===== config.mk =====
export PLATFORM = sky130hd
export DESIGN_NAME = controle_multiciclo_flat
export DESIGN_NICKNAME = d
export VERILOG_FILES = /design/src/rtl/controle_multiciclo_if.sv /design/src/rtl/controle_multiciclo.sv /design/src/flat_wrapper.sv
export SDC_FILE = /design/constraint.sdc
export NUM_CORES = 1
export LEC_CHECK = 0
export CAP_MARGIN = 15
export CORE_MARGIN = 2
export CORE_UTILIZATION = 55
export DETAILED_ROUTE_END_ITERATION = 8
export DONT_BUFFER_PORTS = 1
export GPL_ROUTABILITY_DRIVEN = 0
export PLACE_DENSITY = 0.7
export SYNTH_ARGS = -nofsm -noshare
export SYNTH_HDL_FRONTEND = slang
export SYNTH_SLANG_ARGS = --single-unit

===== constraint.sdc =====
create_clock -name clk -period 4.57 [get_ports clk]
set_clock_uncertainty 0.05 [all_clocks]
set_input_delay 1.1425 -clock clk [delete_from_list [all_inputs] [get_ports clk]]
set_output_delay 1.1425 -clock clk [all_outputs]
set_load 0.05 [all_outputs]

===== src/rtl/controle_multiciclo_if.sv =====
// Control/datapath bundle for the multi-cycle RV32I controller: instruction
// fields and status flags in, datapath enables, mux selects and memory
// handshake out.
interface controle_multiciclo_if;
  // Instruction fields and datapath status
  logic [6:0] opcode;
  logic [2:0] funct3;
  logic [6:0] funct7;
  logic       zero;
  logic       mem_ready;

  // Memory handshake and datapath control
  logic       mem_req;
  logic       mem_we;
  logic       iord;
  logic       ir_write;
  logic       pc_write;
  logic       pc_src;
  logic       reg_write;
  logic [1:0] result_src;
  logic [1:0] alu_src_a;
  logic [1:0] alu_src_b;
  logic [3:0] alu_control;
  logic       instr_done;
  logic       illegal;
  logic [3:0] state_o;

  // Controller side
  modport master (
    input  opcode, funct3, funct7, zero, mem_ready,
    output mem_req, mem_we, iord, ir_write, pc_write, pc_src, reg_write,
           result_src, alu_src_a, alu_src_b, alu_control, instr_done, illegal, state_o
  );

  // Datapath / memory side
  modport slave (
    output opcode, funct3, funct7, zero, mem_ready,
    input  mem_req, mem_we, iord, ir_write, pc_write, pc_src, reg_write,
           result_src, alu_src_a, alu_src_b, alu_control, instr_done, illegal, state_o
  );
endinterface


===== src/rtl/controle_multiciclo.sv =====
// Multi-cycle RV32I control FSM: one state per cycle, shared ALU, single
// variable-latency memory port. Outputs are decoded from the current state
// plus the instruction fields, zero and mem_ready.
module controle_multiciclo (
  input logic                  clk,
  input logic                  reset,
  controle_multiciclo_if.master bus
);

  typedef enum logic [3:0] {
    StFetch    = 4'd0,
    StDecode   = 4'd1,
    StMemAdr   = 4'd2,
    StMemRead  = 4'd3,
    StMemWb    = 4'd4,
    StMemWrite = 4'd5,
    StExecR    = 4'd6,
    StExecI    = 4'd7,
    StAluWb    = 4'd8,
    StBranch   = 4'd9,
    StJal      = 4'd10,
    StJalr     = 4'd11,
    StJalrWb   = 4'd12,
    StLui      = 4'd13,
    StTrap     = 4'd14
  } state_e;

  localparam logic [6:0] OpLoad   = 7'b0000011;
  localparam logic [6:0] OpStore  = 7'b0100011;
  localparam logic [6:0] OpR      = 7'b0110011;
  localparam logic [6:0] OpI      = 7'b0010011;
  localparam logic [6:0] OpBranch = 7'b1100011;
  localparam logic [6:0] OpJal    = 7'b1101111;
  localparam logic [6:0] OpJalr   = 7'b1100111;
  localparam logic [6:0] OpLui    = 7'b0110111;

  localparam logic [3:0] AluAnd  = 4'b0000;
  localparam logic [3:0] AluOr   = 4'b0001;
  localparam logic [3:0] AluAdd  = 4'b0010;
  localparam logic [3:0] AluXor  = 4'b0011;
  localparam logic [3:0] AluSll  = 4'b0100;
  localparam logic [3:0] AluSrl  = 4'b0101;
  localparam logic [3:0] AluSub  = 4'b0110;
  localparam logic [3:0] AluSlt  = 4'b0111;
  localparam logic [3:0] AluSra  = 4'b1000;
  localparam logic [3:0] AluSltu = 4'b1001;

  state_e state_q;
  logic   branch_legal;
  logic   branch_taken;
  logic   sub_sra;
  logic [3:0] alu_dec;

  // Only BEQ/BNE are supported; other branch funct3 codes trap.
  assign branch_legal = (bus.funct3 == 3'b000) || (bus.funct3 == 3'b001);
  assign branch_taken = ((bus.funct3 == 3'b000) &&  bus.zero) ||
                        ((bus.funct3 == 3'b001) && !bus.zero);
  assign bus.state_o  = state_q;

  // State register with next-state decode; async reset returns to fetch.
  always_ff @(posedge clk or negedge reset) begin
    if (!reset) begin
      state_q <= StFetch;
    end else begin
      unique case (state_q)
        StFetch:    if (bus.mem_ready) state_q <= StDecode;
        StDecode: begin
          case (bus.opcode)
            OpLoad, OpStore: state_q <= StMemAdr;
            OpR:             state_q <= StExecR;
            OpI:             state_q <= StExecI;
            OpBranch:        state_q <= StBranch;
            OpJal:           state_q <= StJal;
            OpJalr:          state_q <= StJalr;
            OpLui:           state_q <= StLui;
            default:         state_q <= StTrap;
          endcase
        end
        StMemAdr:   state_q <= (bus.opcode == OpLoad) ? StMemRead : StMemWrite;
        StMemRead:  if (bus.mem_ready) state_q <= StMemWb;
        StMemWb:    state_q <= StFetch;
        StMemWrite: if (bus.mem_ready) state_q <= StFetch;
        StExecR,
        StExecI:    state_q <= StAluWb;
        StAluWb:    state_q <= StFetch;
        StBranch:   state_q <= branch_legal ? StFetch : StTrap;
        StJal:      state_q <= StFetch;
        StJalr:     state_q <= StJalrWb;
        StJalrWb:   state_q <= StFetch;
        StLui:      state_q <= StFetch;
        StTrap:     state_q <= StTrap;
        default:    state_q <= StTrap;
      endcase
    end
  end

  // ALU operation from funct3; funct7[5] selects SUB only for R-type, SRA for both.
  assign sub_sra = bus.funct7[5];
  always_comb begin
    alu_dec = AluAdd;
    unique case (bus.funct3)
      3'b000:  alu_dec = (state_q == StExecR && sub_sra) ? AluSub : AluAdd;
      3'b001:  alu_dec = AluSll;
      3'b010:  alu_dec = AluSlt;
      3'b011:  alu_dec = AluSltu;
      3'b100:  alu_dec = AluXor;
      3'b101:  alu_dec = sub_sra ? AluSra : AluSrl;
      3'b110:  alu_dec = AluOr;
      3'b111:  alu_dec = AluAnd;
      default: alu_dec = AluAdd;
    endcase
  end

  // Output decode; everything held at zero while reset is asserted so that an
  // in-flight memory request is dropped without waiting for a clock edge.
  always_comb begin
    bus.mem_req     = 1'b0;
    bus.mem_we      = 1'b0;
    bus.iord        = 1'b0;
    bus.ir_write    = 1'b0;
    bus.pc_write    = 1'b0;
    bus.pc_src      = 1'b0;
    bus.reg_write   = 1'b0;
    bus.result_src  = 2'b00;
    bus.alu_src_a   = 2'b00;
    bus.alu_src_b   = 2'b00;
    bus.alu_control = AluAnd;
    bus.instr_done  = 1'b0;
    bus.illegal     = 1'b0;
    if (reset) begin
      unique case (state_q)
        StFetch: begin
          bus.mem_req     = 1'b1;
          bus.alu_src_a   = 2'b00;
          bus.alu_src_b   = 2'b10;
          bus.alu_control = AluAdd;
          bus.ir_write    = bus.mem_ready;
          bus.pc_write    = bus.mem_ready;
        end
        StDecode: begin
          bus.alu_src_a   = 2'b01;
          bus.alu_src_b   = 2'b01;
          bus.alu_control = AluAdd;
        end
        StMemAdr: begin
          bus.alu_src_a   = 2'b10;
          bus.alu_src_b   = 2'b01;
          bus.alu_control = AluAdd;
        end
        StMemRead: begin
          bus.mem_req = 1'b1;
          bus.iord    = 1'b1;
        end
        StMemWb: begin
          bus.reg_write  = 1'b1;
          bus.result_src = 2'b01;
          bus.instr_done = 1'b1;
        end
        StMemWrite: begin
          bus.mem_req    = 1'b1;
          bus.mem_we     = 1'b1;
          bus.iord       = 1'b1;
          bus.instr_done = bus.mem_ready;
        end
        StExecR: begin
          bus.alu_src_a   = 2'b10;
          bus.alu_src_b   = 2'b00;
          bus.alu_control = alu_dec;
        end
        StExecI: begin
          bus.alu_src_a   = 2'b10;
          bus.alu_src_b   = 2'b01;
          bus.alu_control = alu_dec;
        end
        StAluWb: begin
          bus.reg_write  = 1'b1;
          bus.instr_done = 1'b1;
        end
        StBranch: begin
          bus.alu_src_a   = 2'b10;
          bus.alu_src_b   = 2'b00;
          bus.alu_control = AluSub;
          bus.pc_src      = 1'b1;
          bus.pc_write    = branch_legal && branch_taken;
          bus.instr_done  = branch_legal;
        end
        StJal, StJalrWb: begin
          bus.alu_src_a   = 2'b01;
          bus.alu_src_b   = 2'b10;
          bus.alu_control = AluAdd;
          bus.result_src  = 2'b10;
          bus.reg_write   = 1'b1;
          bus.pc_write    = 1'b1;
          bus.pc_src      = 1'b1;
          bus.instr_done  = 1'b1;
        end
        StJalr: begin
          bus.alu_src_a   = 2'b10;
          bus.alu_src_b   = 2'b01;
          bus.alu_control = AluAdd;
        end
        StLui: begin
          bus.alu_src_a   = 2'b11;
          bus.alu_src_b   = 2'b01;
          bus.alu_control = AluAdd;
          bus.result_src  = 2'b10;
          bus.reg_write   = 1'b1;
          bus.instr_done  = 1'b1;
        end
        StTrap:  bus.illegal = 1'b1;
        default: bus.illegal = 1'b1;
      endcase
    end
  end

endmodule


===== src/flat_wrapper.sv =====
// flat-port wrapper written by rule: the top's interface ports become plain ports
module controle_multiciclo_flat 
  (clk, reset, bus_opcode, bus_funct3, bus_funct7, bus_zero, bus_mem_ready, bus_mem_req, bus_mem_we, bus_iord, bus_ir_write, bus_pc_write, bus_pc_src, bus_reg_write, bus_result_src, bus_alu_src_a, bus_alu_src_b, bus_alu_control, bus_instr_done, bus_illegal, bus_state_o);
  controle_multiciclo_if bus_i ();
  input logic clk;
  input logic reset;
  input wire logic [$bits(bus_i.opcode)-1:0] bus_opcode;
  input wire logic [$bits(bus_i.funct3)-1:0] bus_funct3;
  input wire logic [$bits(bus_i.funct7)-1:0] bus_funct7;
  input wire logic [$bits(bus_i.zero)-1:0] bus_zero;
  input wire logic [$bits(bus_i.mem_ready)-1:0] bus_mem_ready;
  output wire logic [$bits(bus_i.mem_req)-1:0] bus_mem_req;
  output wire logic [$bits(bus_i.mem_we)-1:0] bus_mem_we;
  output wire logic [$bits(bus_i.iord)-1:0] bus_iord;
  output wire logic [$bits(bus_i.ir_write)-1:0] bus_ir_write;
  output wire logic [$bits(bus_i.pc_write)-1:0] bus_pc_write;
  output wire logic [$bits(bus_i.pc_src)-1:0] bus_pc_src;
  output wire logic [$bits(bus_i.reg_write)-1:0] bus_reg_write;
  output wire logic [$bits(bus_i.result_src)-1:0] bus_result_src;
  output wire logic [$bits(bus_i.alu_src_a)-1:0] bus_alu_src_a;
  output wire logic [$bits(bus_i.alu_src_b)-1:0] bus_alu_src_b;
  output wire logic [$bits(bus_i.alu_control)-1:0] bus_alu_control;
  output wire logic [$bits(bus_i.instr_done)-1:0] bus_instr_done;
  output wire logic [$bits(bus_i.illegal)-1:0] bus_illegal;
  output wire logic [$bits(bus_i.state_o)-1:0] bus_state_o;
  assign bus_i.opcode = bus_opcode;
  assign bus_i.funct3 = bus_funct3;
  assign bus_i.funct7 = bus_funct7;
  assign bus_i.zero = bus_zero;
  assign bus_i.mem_ready = bus_mem_ready;
  assign bus_mem_req = bus_i.mem_req;
  assign bus_mem_we = bus_i.mem_we;
  assign bus_iord = bus_i.iord;
  assign bus_ir_write = bus_i.ir_write;
  assign bus_pc_write = bus_i.pc_write;
  assign bus_pc_src = bus_i.pc_src;
  assign bus_reg_write = bus_i.reg_write;
  assign bus_result_src = bus_i.result_src;
  assign bus_alu_src_a = bus_i.alu_src_a;
  assign bus_alu_src_b = bus_i.alu_src_b;
  assign bus_alu_control = bus_i.alu_control;
  assign bus_instr_done = bus_i.instr_done;
  assign bus_illegal = bus_i.illegal;
  assign bus_state_o = bus_i.state_o;
  controle_multiciclo u_core (.clk(clk), .reset(reset), .bus(bus_i));
endmodule

## After elaboration in Yosys (flattened, before gate mapping)

Index checks and enable logic that the tools add are counted.

| storage, ports and cells | value |
|---|---|
| word-level logic and storage cells | 92 |
| flip-flop bits (word level) | 4 |
| bits of input ports | 21 |

| cells by class | value |
|---|---|
| reduce and logical (&&, ||, !) cells | 24 |
| mux-type cells | 36 |
| equality and inequality tests | 31 |

Operators with widths:

| operator | number |
|---|---|
| case mux 4 bit (9 select lines) | 1 |
| case mux 4 bit (8 select lines) | 1 |
| case mux 4 bit (7 select lines) | 1 |
| equality test 4 bit, second input constant | 6 |
| two-way mux 4 bit | 6 |
| equality test 7 x 6 -> 1 bit, second input constant | 3 |
| equality test 7 bit, second input constant | 3 |
| equality test 4 x 3 -> 1 bit, second input constant | 4 |
| two-way mux 1 bit | 16 |
| OR reduction 3 bit | 5 |
| OR reduction 5 bit | 3 |
| OR reduction 14 bit | 1 |
| equality test 3 bit, second input constant | 4 |
| case mux 4 bit (3 select lines) | 1 |
| equality test 4 x 2 -> 1 bit, second input constant | 2 |
| case mux 2 bit (2 select lines) | 2 |
| OR reduction 2 bit | 4 |
| equality test 7 x 2 -> 1 bit, second input constant | 1 |
| equality test 7 x 5 -> 1 bit, second input constant | 1 |
| OR reduction 7 bit | 1 |
| equality test 3 x 2 -> 1 bit, second input constant | 2 |
| two-way mux 2 bit | 3 |
| two-way mux 3 bit | 2 |
| != test 2 bit, second input constant | 3 |
| 10 further kinds | 15 |

## Longest topological paths before layout

Gate-level depths: netlist of run 1.

| logic depth | value |
|---|---|
| depth after elaboration | 6 |
| gate-level depth with buffers | 6 |

## Least setup slack after synthesis of run 1

No wires, ideal clock.

| timing path | value |
|---|---|
| path kind | input to output |
| from | in bus_funct3[2] |
| to | out bus_alu_control[3] |
| stages on the path | 4 |
| required time | 3.378 ns |
| path slack | 0.679 ns |
| path buffers | 1 |
| arrival time | 2.698 ns |
| path through | buf_2 nand2b_1 o21a_1 nor3b_1 |

| on the way | value |
|---|---|
| cells in the longest elaborated chain, start to end | 4 |
| elaborated cells between the ends (all ways) | 11 |
| those cells by class | eq/ne (7); mux (3); reduce/logical (1) |

RTL lines:

| what | line | source |
|---|---|---|
| start, declared | flat_wrapper.sv:8 | `input wire logic [$bits(bus_i.funct3)-1:0] bus_funct3;` |
| equality test 3 bit (tied with other cells) | controle_multiciclo.sv:101 | `unique case (bus.funct3)` |
| case mux 4 bit (8 select lines) * | controle_multiciclo.sv:101 |  |
| case mux 4 bit (3 select lines) * | controle_multiciclo.sv:131 | `unique case (state_q)` |
| two-way mux 4 bit * | controle_multiciclo.sv:130 | `if (reset) begin` |
| end, declared | flat_wrapper.sv:22 | `output wire logic [$bits(bus_i.alu_control)-1:0] bus_alu_control;` |

Mark *: on every way between the ends. The rest lies on a longest branch, timed or not.

## Worst setup path after layout of run 1

| timing path | value |
|---|---|
| from | in reset |
| to | out bus_alu_control[3] |

| on the way | value |
|---|---|
| cells in the longest elaborated chain, start to end | 1 |

RTL lines:

| what | line | source |
|---|---|---|
| start, declared | flat_wrapper.sv:6 | `input logic reset;` |
| two-way mux 4 bit | controle_multiciclo.sv:130 |  |

Every way passes these cells.

==> flow_summary.html, run 1 <==
<table>
<tr><th>Metric</th><th>Value</th></tr>
<tr><th colspan="2">Clock tree</th></tr>
<tr><td>H-Tree Depth</td><td>1</td></tr>
<tr><td>CTS Root Cell</td><td>sky130_fd_sc_hd__clkbuf_4</td></tr>
<tr><td>Clock network latency to the later pin of the worst-skew pair</td><td>~0.24 ns</td></tr>
<tr><td>Post-CTS Setup Inserts</td><td>0</td></tr>
<tr><td>Clock tree buffer depth</td><td>2</td></tr>
<tr><td>Clock tree from TritonCTS</td><td>done</td></tr>
<tr><td>CTS clk-pin slew, worst paths</td><td>0.04 ns</td></tr>
<tr><td>Sink count of the clock tree</td><td>4</td></tr>
<tr><td>Post-CTS resize count</td><td>0</td></tr>
<tr><td>Post-CTS Hold Fix Bufs</td><td>0</td></tr>
<tr><td>Clock buffer count from CTS</td><td>3</td></tr>
<tr><th colspan="2">Timing</th></tr>
<tr><td>Worst hold slack</td><td>0.5467 ns</td></tr>
<tr><td>Fin crit share</td><td>0.7602</td></tr>
<tr><td>Actual transition at the worst max-transition pin</td><td>1.063 ns</td></tr>
<tr><td>Setup-failing EPs final</td><td>0</td></tr>
<tr><td>Post-route setup TNS</td><td>0 ns</td></tr>
<tr><td>Worst slew margin</td><td>0.2912</td></tr>
<tr><td>Worst setup slack after layout</td><td>1.096 ns</td></tr>
<tr><td>Highest clock rate</td><td>287.8 MHz</td></tr>
<tr><td>Count of final hold-check violations</td><td>0</td></tr>
<tr><td>Unrepaired setup endpoints after global routing</td><td>false</td></tr>
<tr><td>Clock period minus worst slack</td><td>3.474 ns</td></tr>
<tr><td>Max-slew violation total from the final report</td><td>0</td></tr>
<tr><th colspan="2">Global route</th></tr>
<tr><td>Wire length of the first global-routing pass</td><td>approximately 3300 um</td></tr>
<tr><td>Via count of the first global-routing pass</td><td>750</td></tr>
<tr><td>GRT Resource Usage Total</td><td>0.2199</td></tr>
<tr><td>Antenna violations before repair</td><td>0</td></tr>
<tr><td>Maximum number of pins on one net before global-route repair</td><td>22</td></tr>
<tr><td>Total overflow reported by the global router</td><td>0</td></tr>
<tr><th colspan="2">Critical path</th></tr>
<tr><td>Critical path destination</td><td>bus_alu_control[3]</td></tr>
<tr><td>Required time of the critical path</td><td>roughly 3.4 ns</td></tr>
<tr><td>Largest driver fanout on the critical path</td><td>16</td></tr>
<tr><td>Cell depth of the worst flop-to-flop path</td><td>4</td></tr>
<tr><td>Launch point of the worst reg-to-reg path</td><td>u_core.bus.state_o[0]$_DFFE_PN0P_</td></tr>
<tr><td>Type of element capturing the critical path</td><td>primary output</td></tr>
<tr><td>Arr. time, crit path</td><td>approximately 2.3 ns</td></tr>
<tr><td>Start-to-end type of the worst setup path</td><td>in -&gt; out</td></tr>
<tr><td>Reg2Reg Setup Slack</td><td>2.58 ns</td></tr>
<tr><td>Worst reg2reg path endpoint</td><td>u_core.bus.state_o[0]$_DFFE_PN0P_</td></tr>
<tr><td>Worst Setup SP</td><td>reset</td></tr>
<tr><td>Type of element launching the critical path</td><td>primary input</td></tr>
<tr><th colspan="2">Power</th></tr>
<tr><td>Reported leakage power</td><td>0.0003854 uW</td></tr>
<tr><td>Power after layout</td><td>707.9 uW</td></tr>
<tr><td>Worst VDD drop</td><td>349.7 uV</td></tr>
<tr><td>Areal power density over the cells</td><td>757.4 nW/um2</td></tr>
<tr><th colspan="2">Cells and area</th></tr>
<tr><td>Antenna diode count</td><td>0</td></tr>
<tr><td>Largest register FFs</td><td>4</td></tr>
<tr><td>Share of post-route cells with drive strength above 1</td><td>0.1729</td></tr>
<tr><td>Final-stage net count</td><td>156</td></tr>
<tr><td>Layout overhead on the synthesized area</td><td>5.360%</td></tr>
<tr><td>Area of all placed cells without fillers</td><td>934.6 um2</td></tr>
<tr><th colspan="2">Yosys</th></tr>
<tr><td>Number of distinct library cell variants in the gate-level netlist after synthesis</td><td>42</td></tr>
<tr><td>Mean area per synthesized cell</td><td>6.877 um2</td></tr>
<tr><td>Synthesized instance count</td><td>129</td></tr>
<tr><td>Number of nets produced by synthesis</td><td>150</td></tr>
<tr><td>Portion of the post-synthesis area used by sequential elements</td><td>0.1128</td></tr>
<tr><td>Synth Warn #</td><td>0</td></tr>
<tr><td>Number of storage elements in the synthesis netlist</td><td>4</td></tr>
<tr><td>Netlist area before placement</td><td>a little under 900 um2</td></tr>
<tr><th colspan="2">Place</th></tr>
<tr><td>Worst slack at placement</td><td>1.076 ns</td></tr>
<tr><td>Post-DP HPWL</td><td>1549 um</td></tr>
<tr><td>DP Area</td><td>between 900 and 1000 um2</td></tr>
<tr><td>Port Buf Inserts</td><td>0</td></tr>
<tr><th colspan="2">Floorplanning</th></tr>
<tr><td>Core region area</td><td>1506 um2</td></tr>
<tr><td>Die area</td><td>1950 um2</td></tr>
<tr><td>Horizontal extent of the die</td><td>44.16 um</td></tr>
<tr><td>Starting density of the core</td><td>0.5889</td></tr>
<tr><td>Top Ports</td><td>44</td></tr>
<tr><td>Vert. Die Dim</td><td>about 44 um</td></tr>
<tr><td>Standard-cell rows</td><td>14</td></tr>
<tr><th colspan="2">Routing</th></tr>
<tr><td>Pre-antenna DRT Iters</td><td>4</td></tr>
<tr><td>DRC errors left</td><td>0</td></tr>
<tr><td>Average vias per placed instance</td><td>6.376</td></tr>
<tr><td>Count of nets left with antenna violations after detail routing</td><td>0</td></tr>
<tr><td>Routed len/inst</td><td>between 10 and 15 um</td></tr>
<tr><td>Starting DRC count in detailed routing</td><td>28</td></tr>
<tr><td>Via count</td><td>950</td></tr>
<tr><td>DRT Wirelength</td><td>between 2000 and 2500 um</td></tr>
<tr><th colspan="2">Outcome</th></tr>
<tr><td>Result of the run</td><td>finished, final reports clean</td></tr>
<tr><th colspan="2">Worst hold path</th></tr>
<tr><td>Path type of the worst min-delay path</td><td>in -&gt; async</td></tr>
<tr><th colspan="2">Flow run</th></tr>
<tr><td>Number of max-capacitance violations reported</td><td>0</td></tr>
</table>
[metrics by stage]
stage            util  cells
4_1_cts        0.6204    149
3_3_place_gp   0.6055    146
3_5_place_dp   0.6055    146
6_report       0.6204    149
5_1_grt        0.6204    149
2_1_floorplan       -    129
[routing by layer]
metal	global-route usage	vias up	wire [um]
li1	-	474	-
met1	0.2910	429	891
met2	0.3500	43	964
met3	0.03265	4	172
met4	0.1030	0	32
met5	0	-	0
[area by class of cell]
cell class / instances / area (um2)
clock buffer: 3 / 22.52
timing repair buffer: 13 / 97.59
multi-input combinational: 112 / 690.7
inverter: 1 / 3.754
sequential: 4 / 100.1
fill: 159 / 571.8
tap: 16 / 20.02
[where the power goes]
group          internal, uW  switching (uW)
registers              49.0             103
clock network          29.5            16.1
logic                   181             330
[logic make-up (layout without fill, tap and decap cells)]
| family | count (synthesis) | count (layout) | share of synthesized area |
|---|---|---|---|
| flip-flops | 4 | 4 | 0.1128 |
| AO/OA/AOI/OAI | 41 | 41 | 0.3089 |
| AND/OR/NAND/NOR | 67 | 67 | 0.4217 |
| multiplexers | 1 | 1 | 0.01269 |
| XOR/XNOR | 3 | 3 | 0.02962 |
| buffers and inverters | 13 | 17 | 0.1142 |
[how the worst min path moves through the flow]
stage	start	to	slack (ns)	depth (start not counted)
after global placement	reset	u_core.bus.state_o[0]$_DFFE_PN0P_	0.80	0
after detailed placement	reset	u_core.bus.state_o[3]$_DFFE_PN0P_	0.80	0
final	reset	u_core.bus.state_o[1]$_DFFE_PN0P_	0.55	0
after floorplan	reset	u_core.bus.state_o[0]$_DFFE_PN0P_	0.80	0
after global routing	reset	u_core.bus.state_o[3]$_DFFE_PN0P_	0.53	0
after CTS	reset	u_core.bus.state_o[1]$_DFFE_PN0P_	0.54	0
[synthesized netlist by cell type]
| library cell | number | area (um2) |
|---|---|---|
| sky130_fd_sc_hd__a21boi_1 | 5 | 37.54 |
| sky130_fd_sc_hd__a21o_1 | 1 | 7.510 |
| sky130_fd_sc_hd__a21oi_1 | 7 | 35.03 |
| sky130_fd_sc_hd__a221o_1 | 1 | 10.01 |
| sky130_fd_sc_hd__a22oi_1 | 2 | 15.01 |
| sky130_fd_sc_hd__a311o_1 | 1 | 10.01 |
| sky130_fd_sc_hd__a31oi_1 | 2 | 12.51 |
| sky130_fd_sc_hd__and2_0 | 1 | 6.260 |
| sky130_fd_sc_hd__and2_1 | 4 | 25.02 |
| sky130_fd_sc_hd__and3_1 | 2 | 12.51 |
| sky130_fd_sc_hd__and3b_1 | 2 | 17.52 |
| sky130_fd_sc_hd__buf_2 | 3 | 15.01 |
| sky130_fd_sc_hd__buf_4 | 4 | 30.03 |
| sky130_fd_sc_hd__buf_6 | 3 | 33.78 |
| sky130_fd_sc_hd__buf_8 | 1 | 15.01 |
| sky130_fd_sc_hd__clkbuf_1 | 1 | 3.750 |
| sky130_fd_sc_hd__dfrtp_1 | 4 | 100.1 |
| sky130_fd_sc_hd__inv_1 | 1 | 3.750 |
| sky130_fd_sc_hd__mux2_2 | 1 | 11.26 |
| sky130_fd_sc_hd__nand2_1 | 14 | 52.55 |
| sky130_fd_sc_hd__nand2b_1 | 4 | 25.02 |
| sky130_fd_sc_hd__nand2b_4 | 1 | 13.76 |
| sky130_fd_sc_hd__nand3_1 | 4 | 20.02 |
| sky130_fd_sc_hd__nand3b_1 | 5 | 37.54 |
| sky130_fd_sc_hd__nand4b_1 | 2 | 17.52 |
| sky130_fd_sc_hd__nor2_1 | 12 | 45.04 |
| sky130_fd_sc_hd__nor2b_1 | 7 | 43.79 |
| sky130_fd_sc_hd__nor2b_2 | 1 | 8.760 |
| sky130_fd_sc_hd__nor3_1 | 5 | 25.02 |
| sky130_fd_sc_hd__nor3_2 | 1 | 10.01 |
| sky130_fd_sc_hd__nor3b_1 | 1 | 7.510 |
| sky130_fd_sc_hd__o211a_1 | 1 | 10.01 |
| sky130_fd_sc_hd__o21a_1 | 2 | 15.01 |
| sky130_fd_sc_hd__o21ai_0 | 3 | 15.01 |
| sky130_fd_sc_hd__o21ai_1 | 10 | 50.05 |
| sky130_fd_sc_hd__o21ba_2 | 1 | 10.01 |
| sky130_fd_sc_hd__o22ai_1 | 2 | 12.51 |
| sky130_fd_sc_hd__o41ai_1 | 2 | 17.52 |
| sky130_fd_sc_hd__o41ai_2 | 1 | 16.27 |
| sky130_fd_sc_hd__or3_1 | 1 | 6.260 |
| sky130_fd_sc_hd__xnor2_1 | 2 | 17.52 |
| sky130_fd_sc_hd__xor2_1 | 1 | 8.760 |
[critical path, stage by stage]
cell and delay, ns:
sky130_fd_sc_hd__nor2b_1 0.21, sky130_fd_sc_hd__nand3_1 0.18, sky130_fd_sc_hd__nor3b_2 0.74
[cells in the final DEF, fill, tap and decap left out]
cell type	count
sky130_fd_sc_hd__o21ai_1	10
sky130_fd_sc_hd__nand2_1	14
sky130_fd_sc_hd__a311o_1	1
sky130_fd_sc_hd__xor2_1	1
sky130_fd_sc_hd__o21ba_2	1
sky130_fd_sc_hd__o22ai_1	2
sky130_fd_sc_hd__o41ai_1	2
sky130_fd_sc_hd__xnor2_1	2
sky130_fd_sc_hd__a31oi_1	2
sky130_fd_sc_hd__mux2_2	1
sky130_fd_sc_hd__a21boi_1	5
sky130_fd_sc_hd__nor3_2	1
sky130_fd_sc_hd__nand2b_1	4
sky130_fd_sc_hd__a21oi_1	7
sky130_fd_sc_hd__a22oi_1	2
sky130_fd_sc_hd__o211a_1	1
sky130_fd_sc_hd__dfrtp_1	4
sky130_fd_sc_hd__and3b_1	2
sky130_fd_sc_hd__a21o_1	1
sky130_fd_sc_hd__and3_1	2
sky130_fd_sc_hd__a221o_1	1
sky130_fd_sc_hd__and2_1	4
sky130_fd_sc_hd__o21ai_0	3
sky130_fd_sc_hd__o41ai_2	1
sky130_fd_sc_hd__and2_0	1
sky130_fd_sc_hd__nand3b_1	5
sky130_fd_sc_hd__nor2b_1	7
sky130_fd_sc_hd__nand2b_4	1
sky130_fd_sc_hd__nor2b_2	1
sky130_fd_sc_hd__inv_1	1
sky130_fd_sc_hd__o21a_1	2
sky130_fd_sc_hd__nor3_1	5
sky130_fd_sc_hd__nand3_1	4
sky130_fd_sc_hd__clkbuf_4	3
sky130_fd_sc_hd__buf_4	13
sky130_fd_sc_hd__or3_1	1
sky130_fd_sc_hd__nor3b_2	1
sky130_fd_sc_hd__nor2_1	12
sky130_fd_sc_hd__nand4b_1	2
(Power assumes the default switching activity.)
==> run 2: changes to the inputs <==
clock period = 3.58 ns   (was 4.57 ns; I/O delays follow)
==> flow_summary.html, run 2 (synthesis results as in run 1) <==
<table>
<tr><th>Metric</th><th>Value</th></tr>
<tr><th colspan="2">Place</th></tr>
<tr><td>Cell Count Post-Placement</td><td>151</td></tr>
<tr><td>Post-DP HPWL</td><td>about 1500 um</td></tr>
<tr><td>Port Buf Inserts</td><td>0</td></tr>
<tr><th colspan="2">Global route</th></tr>
<tr><td>Antenna violations before repair</td><td>0</td></tr>
<tr><td>Maximum number of pins on one net before global-route repair</td><td>28</td></tr>
<tr><td>Wire length of the first global-routing pass</td><td>3415 um</td></tr>
<tr><td>Total overflow reported by the global router</td><td>0</td></tr>
<tr><td>Via count of the first global-routing pass</td><td>768</td></tr>
<tr><td>GRT Resource Usage Total</td><td>0.2258</td></tr>
<tr><th colspan="2">Clock tree</th></tr>
<tr><td>Sink count of the clock tree</td><td>4</td></tr>
<tr><td>CTS clk-pin slew, worst paths</td><td>about 0.04 ns</td></tr>
<tr><td>Clock tree from TritonCTS</td><td>done</td></tr>
<tr><td>Clock network latency to the later pin of the worst-skew pair</td><td>0.25 ns</td></tr>
<tr><td>Post-CTS Hold Fix Bufs</td><td>0</td></tr>
<tr><td>Clock tree buffer depth</td><td>2</td></tr>
<tr><td>CTS Root Cell</td><td>sky130_fd_sc_hd__clkbuf_4</td></tr>
<tr><td>Clock buffer count from CTS</td><td>3</td></tr>
<tr><td>Post-CTS resize count</td><td>0</td></tr>
<tr><td>Post-CTS Setup Inserts</td><td>0</td></tr>
<tr><td>H-Tree Depth</td><td>1</td></tr>
<tr><th colspan="2">Routing</th></tr>
<tr><td>Routed len/inst</td><td>13.73 um</td></tr>
<tr><td>Count of nets left with antenna violations after detail routing</td><td>0</td></tr>
<tr><td>Pre-antenna DRT Iters</td><td>4</td></tr>
<tr><td>DRT Wirelength</td><td>about 2100 um</td></tr>
<tr><td>DRC errors left</td><td>0</td></tr>
<tr><td>Average vias per placed instance</td><td>roughly 6.4</td></tr>
<tr><td>Via count</td><td>981</td></tr>
<tr><td>Starting DRC count in detailed routing</td><td>14</td></tr>
<tr><th colspan="2">Cells and area</th></tr>
<tr><td>Layout overhead on the synthesized area</td><td>9.591%</td></tr>
<tr><td>Most common cell after layout, fill and taps aside</td><td>sky130_fd_sc_hd__buf_4</td></tr>
<tr><td>Largest register FFs</td><td>4</td></tr>
<tr><td>Fillers</td><td>145</td></tr>
<tr><td>Area of the multi-input gates</td><td>approximately 700 um2</td></tr>
<tr><td>Post-Layout Cell Count</td><td>154</td></tr>
<tr><td>Antenna diode count</td><td>0</td></tr>
<tr><td>Highest-count cells in the layout ignoring fill and taps</td><td>sky130_fd_sc_hd__buf_4 (18), sky130_fd_sc_hd__nand2_1 (14), sky130_fd_sc_hd__nor2_1 (12)</td></tr>
<tr><td>Post-layout util</td><td>0.6453</td></tr>
<tr><td>Share of post-route cells with drive strength above 1</td><td>0.2029</td></tr>
<tr><td>Register cell area after layout</td><td>100.1 um2</td></tr>
<tr><td>Final-stage net count</td><td>161</td></tr>
<tr><th colspan="2">Critical path</th></tr>
<tr><td>Type of element launching the critical path</td><td>register</td></tr>
<tr><td>Cell-by-cell listing of the critical path</td><td>nand2b_4 &gt; nor3_1 &gt; a21oi_1 &gt; nor2b_1 &gt; buf_4</td></tr>
<tr><td>Required time of the critical path</td><td>2.63 ns</td></tr>
<tr><td>Count of buffering cells on the critical path with inverters included</td><td>1</td></tr>
<tr><td>Cell with the largest stage delay on the worst path</td><td>sky130_fd_sc_hd__dfrtp_1</td></tr>
<tr><td>Type of element capturing the critical path</td><td>primary output</td></tr>
<tr><td>Critical path's largest stage delay</td><td>about 0.64 ns</td></tr>
<tr><td>Arr. time, crit path</td><td>2.02 ns</td></tr>
<tr><td>Largest driver fanout on the critical path</td><td>25</td></tr>
<tr><td>Reg2Reg Setup Slack</td><td>about 1.8 ns</td></tr>
<tr><td>Crit-path leading delay family</td><td>simple AND/OR/NAND/NOR gates</td></tr>
<tr><td>Start-to-end type of the worst setup path</td><td>reg -&gt; out</td></tr>
<tr><th colspan="2">Floorplanning</th></tr>
<tr><td>Top Ports</td><td>44</td></tr>
<tr><td>Standard-cell rows</td><td>14</td></tr>
<tr><td>Horizontal extent of the die</td><td>44.16 um</td></tr>
<tr><td>Starting density of the core</td><td>0.5889</td></tr>
<tr><td>Core region area</td><td>1506 um2</td></tr>
<tr><td>Vert. Die Dim</td><td>between 40 and 50 um</td></tr>
<tr><td>Die area</td><td>around 2000 um2</td></tr>
<tr><th colspan="2">Timing</th></tr>
<tr><td>Actual transition at the worst max-transition pin</td><td>about 0.75 ns</td></tr>
<tr><td>Worst slew margin</td><td>0.4971</td></tr>
<tr><td>Post-route setup TNS</td><td>0 ns</td></tr>
<tr><td>Highest clock rate</td><td>337.0 MHz</td></tr>
<tr><td>Max-slew violation total from the final report</td><td>0</td></tr>
<tr><td>Clock period minus worst slack</td><td>2.967 ns</td></tr>
<tr><td>Count of final hold-check violations</td><td>0</td></tr>
<tr><td>Unrepaired setup endpoints after global routing</td><td>false</td></tr>
<tr><td>Setup-failing EPs final</td><td>0</td></tr>
<tr><td>Fin crit share</td><td>0.8289</td></tr>
<tr><th colspan="2">Outcome</th></tr>
<tr><td>Result of the run</td><td>finished, final reports clean</td></tr>
<tr><th colspan="2">Power</th></tr>
<tr><td>Areal power density over the cells</td><td>947.7 nW/um2</td></tr>
<tr><td>Reported leakage power</td><td>0.0004121 uW</td></tr>
<tr><td>Power after layout</td><td>921.3 uW</td></tr>
<tr><td>Worst VDD drop</td><td>508.8 uV</td></tr>
<tr><th colspan="2">Flow run</th></tr>
<tr><td>Number of max-capacitance violations reported</td><td>0</td></tr>
<tr><th colspan="2">Worst hold path</th></tr>
<tr><td>Path type of the worst min-delay path</td><td>in -&gt; async</td></tr>
</table>
-- run 2: cell count changes in the layout (fill, tap and decap cells not counted) --
cell and delta:
sky130_fd_sc_hd__buf_4 +5
-- run 2: metrics by stage --
stage               cell area [um2]  setup slack, ns  hold slack, ns
floorplan                     887.1           0.1840          0.5494
global placement              949.7           0.8933          0.5497
detailed placement            949.7           0.9028          0.5497
CTS                           972.2           0.6335          0.2880
global route                  972.2           0.4766          0.2794
finish                        972.2           0.6127          0.2927
-- run 2: final cells by class --
type,instances,area share
multi-input cells,112,0.7104
repair buffers,18,0.1390
inverters,1,0.003861
clock buffers,3,0.02317
flip-flops and latches,4,0.1030
well taps,16,0.02059
-- run 2: path summary, 6_finish.rpt --
| check | from | to | depth (start not counted) |
|---|---|---|---|
| min in group clk | bus_opcode[4] | u_core.bus.state_o[2]$_DFFE_PN0P_ | 2 |
| min | reset | u_core.bus.state_o[2]$_DFFE_PN0P_ | 0 |
| max | u_core.bus.state_o[1]$_DFFE_PN0P_ | bus_alu_src_a[0] | 5 |
| min reg2reg | u_core.bus.state_o[3]$_DFFE_PN0P_ | u_core.bus.state_o[0]$_DFFE_PN0P_ | 1 |
| max reg2reg | u_core.bus.state_o[1]$_DFFE_PN0P_ | u_core.bus.state_o[2]$_DFFE_PN0P_ | 4 |
| max in group asynchronous | reset | u_core.bus.state_o[0]$_DFFE_PN0P_ | 0 |
-- run 2: report_power, final --
part	internal (uW)	total [uW]	switching, uW	leakage [uW]
combinational	243	687	444	0.000347
clock	37.7	59.2	21.5	0.0000138
sequential	63.0	175	112	0.0000512
-- run 2: metal layers --
metal | global-route usage | share of wire | vias up
met5 | 0 | 0 | -
met4 | 0.08485 | 0.025 | 0
met3 | 0.02857 | 0.065 | 6
met2 | 0.3559 | 0.47 | 35
met1 | 0.3134 | 0.44 | 455
li1 | - | - | 485
==> run 3: changes to the inputs <==
PLACE_DENSITY = 0.73   (was 0.7)
clock period = 2.5 ns   (was 3.58 ns; I/O delays follow)
==> flow_summary.html, run 3 (synthesis results as in run 1) <==
<table>
<tr><th>Metric</th><th>Value</th></tr>
<tr><th colspan="2">Cells and area</th></tr>
<tr><td>Highest-count cells in the layout ignoring fill and taps</td><td>sky130_fd_sc_hd__buf_4 (18), sky130_fd_sc_hd__buf_12 (15), sky130_fd_sc_hd__nand2_1 (14)</td></tr>
<tr><td>Area of all placed cells without fillers</td><td>1343 um2</td></tr>
<tr><td>Layout overhead on the synthesized area</td><td>51.34%</td></tr>
<tr><td>Most common cell after layout, fill and taps aside</td><td>sky130_fd_sc_hd__buf_4</td></tr>
<tr><td>Final-stage net count</td><td>roughly 180</td></tr>
<tr><td>Largest register FFs</td><td>4</td></tr>
<tr><td>Fillers</td><td>68</td></tr>
<tr><td>Antenna diode count</td><td>0</td></tr>
<tr><td>Share of post-route cells with drive strength above 1</td><td>0.4026</td></tr>
<tr><th colspan="2">Timing</th></tr>
<tr><td>Highest clock rate</td><td>409.1 MHz</td></tr>
<tr><td>Fin crit share</td><td>0.9778</td></tr>
<tr><td>Count of final hold-check violations</td><td>0</td></tr>
<tr><td>Unrepaired setup endpoints after global routing</td><td>false</td></tr>
<tr><td>Clock period minus worst slack</td><td>2.444 ns</td></tr>
<tr><td>Worst hold slack</td><td>0.01038 ns</td></tr>
<tr><td>Actual transition at the worst max-transition pin</td><td>0.4942 ns</td></tr>
<tr><td>Worst slew margin</td><td>0.6728</td></tr>
<tr><td>Setup-failing EPs final</td><td>0</td></tr>
<tr><td>Max-slew violation total from the final report</td><td>0</td></tr>
<tr><th colspan="2">Routing</th></tr>
<tr><td>DRT Wirelength</td><td>3063 um</td></tr>
<tr><td>DRC errors left</td><td>0</td></tr>
<tr><td>Starting DRC count in detailed routing</td><td>58</td></tr>
<tr><td>Routed len/inst</td><td>between 15 and 20 um</td></tr>
<tr><td>Average vias per placed instance</td><td>6.576</td></tr>
<tr><td>Count of nets left with antenna violations after detail routing</td><td>0</td></tr>
<tr><td>Pre-antenna DRT Iters</td><td>5</td></tr>
<tr><td>Via count</td><td>1118</td></tr>
<tr><th colspan="2">Place</th></tr>
<tr><td>DP Area</td><td>1255 um2</td></tr>
<tr><td>Port Buf Inserts</td><td>0</td></tr>
<tr><td>Post-DP HPWL</td><td>about 1900 um</td></tr>
<tr><th colspan="2">Clock tree</th></tr>
<tr><td>Clock network latency to the later pin of the worst-skew pair</td><td>~0.26 ns</td></tr>
<tr><td>H-Tree Depth</td><td>1</td></tr>
<tr><td>Clock tree from TritonCTS</td><td>done</td></tr>
<tr><td>CTS clk-pin slew, worst paths</td><td>0.05 ns</td></tr>
<tr><td>Clock tree buffer depth</td><td>2</td></tr>
<tr><td>Sink count of the clock tree</td><td>4</td></tr>
<tr><td>Clock buffer count from CTS</td><td>3</td></tr>
<tr><td>CTS Root Cell</td><td>sky130_fd_sc_hd__clkbuf_4</td></tr>
<tr><th colspan="2">Global route</th></tr>
<tr><td>Total overflow reported by the global router</td><td>0</td></tr>
<tr><td>Wire length of the first global-routing pass</td><td>between 4000 and 5000 um</td></tr>
<tr><td>Via count of the first global-routing pass</td><td>1071</td></tr>
<tr><td>Maximum number of pins on one net before global-route repair</td><td>17</td></tr>
<tr><td>Antenna violations before repair</td><td>0</td></tr>
<tr><td>GRT Resource Usage Total</td><td>0.3019</td></tr>
<tr><th colspan="2">Critical path</th></tr>
<tr><td>Required time of the critical path</td><td>1.82 ns</td></tr>
<tr><td>Arr. time, crit path</td><td>1.77 ns</td></tr>
<tr><td>Cell-by-cell listing of the critical path</td><td>nor2_2 &gt; and3_1 &gt; a31oi_1 &gt; a21boi_2 &gt; buf_12</td></tr>
<tr><td>Cell depth of the worst flop-to-flop path</td><td>6</td></tr>
<tr><td>Worst reg2reg path endpoint</td><td>u_core.bus.state_o[3]$_DFFE_PN0P_</td></tr>
<tr><td>Type of element capturing the critical path</td><td>primary output</td></tr>
<tr><td>Critical path's largest stage delay</td><td>0.49 ns</td></tr>
<tr><td>Count of buffering cells on the critical path with inverters included</td><td>1</td></tr>
<tr><td>Largest driver fanout on the critical path</td><td>11</td></tr>
<tr><td>Cell with the largest stage delay on the worst path</td><td>sky130_fd_sc_hd__dfrtp_1</td></tr>
<tr><td>Start-to-end type of the worst setup path</td><td>reg -&gt; out</td></tr>
<tr><td>Launch point of the worst reg-to-reg path</td><td>u_core.bus.state_o[1]$_DFFE_PN0P_</td></tr>
<tr><td>Crit-path leading delay family</td><td>simple AND/OR/NAND/NOR gates</td></tr>
<tr><td>Reg2Reg Setup Slack</td><td>about 0.86 ns</td></tr>
<tr><td>Type of element launching the critical path</td><td>register</td></tr>
<tr><th colspan="2">Floorplanning</th></tr>
<tr><td>Standard-cell rows</td><td>14</td></tr>
<tr><td>Top Ports</td><td>44</td></tr>
<tr><td>Starting density of the core</td><td>0.5889</td></tr>
<tr><td>Horizontal extent of the die</td><td>44.16 um</td></tr>
<tr><td>Die area</td><td>1950 um2</td></tr>
<tr><td>Core region area</td><td>about 1500 um2</td></tr>
<tr><td>Vert. Die Dim</td><td>44.16 um</td></tr>
<tr><th colspan="2">Outcome</th></tr>
<tr><td>Result of the run</td><td>finished, final reports clean</td></tr>
<tr><th colspan="2">Power</th></tr>
<tr><td>Reported leakage power</td><td>around 0.00055 uW</td></tr>
<tr><td>Areal power density over the cells</td><td>~1300 nW/um2</td></tr>
<tr><td>Worst VDD drop</td><td>about 960 uV</td></tr>
<tr><th colspan="2">Flow run</th></tr>
<tr><td>Number of max-capacitance violations reported</td><td>0</td></tr>
<tr><th colspan="2">Worst hold path</th></tr>
<tr><td>Path type of the worst min-delay path</td><td>in -&gt; async</td></tr>
</table>
[run 3: cell type report]
cell class / count / area (um2) / share of cell area
repair buffers: 34 / 445.4 / 0.3318
well taps: 16 / 20.02 / 0.01491
inverters: 1 / 3.754 / 0.002796
flip-flops and latches: 4 / 103.9 / 0.07735
clock buffers: 3 / 22.52 / 0.01678
multi-input cells: 112 / 747.0 / 0.5564
[run 3: power by group]
| group | switching (uW) | internal, uW |
|---|---|---|
| Sequential | 104 | 96.5 |
| Clock | 40.9 | 54.7 |
| Combinational | 857 | 629 |
[run 3: timing repair]
item	CTS	global route
buffers inserted	0	6
endpoints found under the hold margin	2	0
endpoints found under the setup margin	4	7
resized for setup	3	3
hold buffers	1	0
[run 3: through the flow]
stage / utilization / std cells / setup WS, ns / setup TNS, ns / total power (uW)
after floorplan: - / 129 / -0.1221 / -0.1221 / 1164
after global placement: 0.8331 / 160 / 0.2690 / 0 / 1524
after detailed placement: 0.8331 / 160 / 0.2195 / 0 / 1555
after CTS: 0.8571 / 164 / 0.02718 / 0 / 1668
after global routing: 0.8912 / 170 / 0.002596 / 0 / 1854
final: 0.8912 / 170 / 0.05552 / 0 / 1782
[run 3: worst max-delay path by stage]
stage | cells after the start | to | slack [ns] | startpoint
5_1_grt | 6 | bus_alu_src_a[0] | 0.003 | u_core.bus.state_o[2]$_DFFE_PN0P_
6_report | 5 | bus_pc_write | 0.06 | u_core.bus.state_o[3]$_DFFE_PN0P_
3_5_place_dp | 4 | bus_ir_write | 0.22 | u_core.bus.state_o[1]$_DFFE_PN0P_
4_1_cts | 5 | bus_pc_write | 0.03 | u_core.bus.state_o[3]$_DFFE_PN0P_
2_1_floorplan | 5 | bus_alu_control[3] | -0.12 | u_core.bus.state_o[2]$_DFFE_PN0P_
3_3_place_gp | 4 | bus_ir_write | 0.27 | u_core.bus.state_o[1]$_DFFE_PN0P_
[run 3: per-layer routing]
metal	wire length, um	up-vias	GRT usage
met2	1500	85	0.5000
met5	0	-	0
met3	323	16	0.1061
met4	76	0	0.1455
li1	-	515	-
met1	1163	502	0.3441
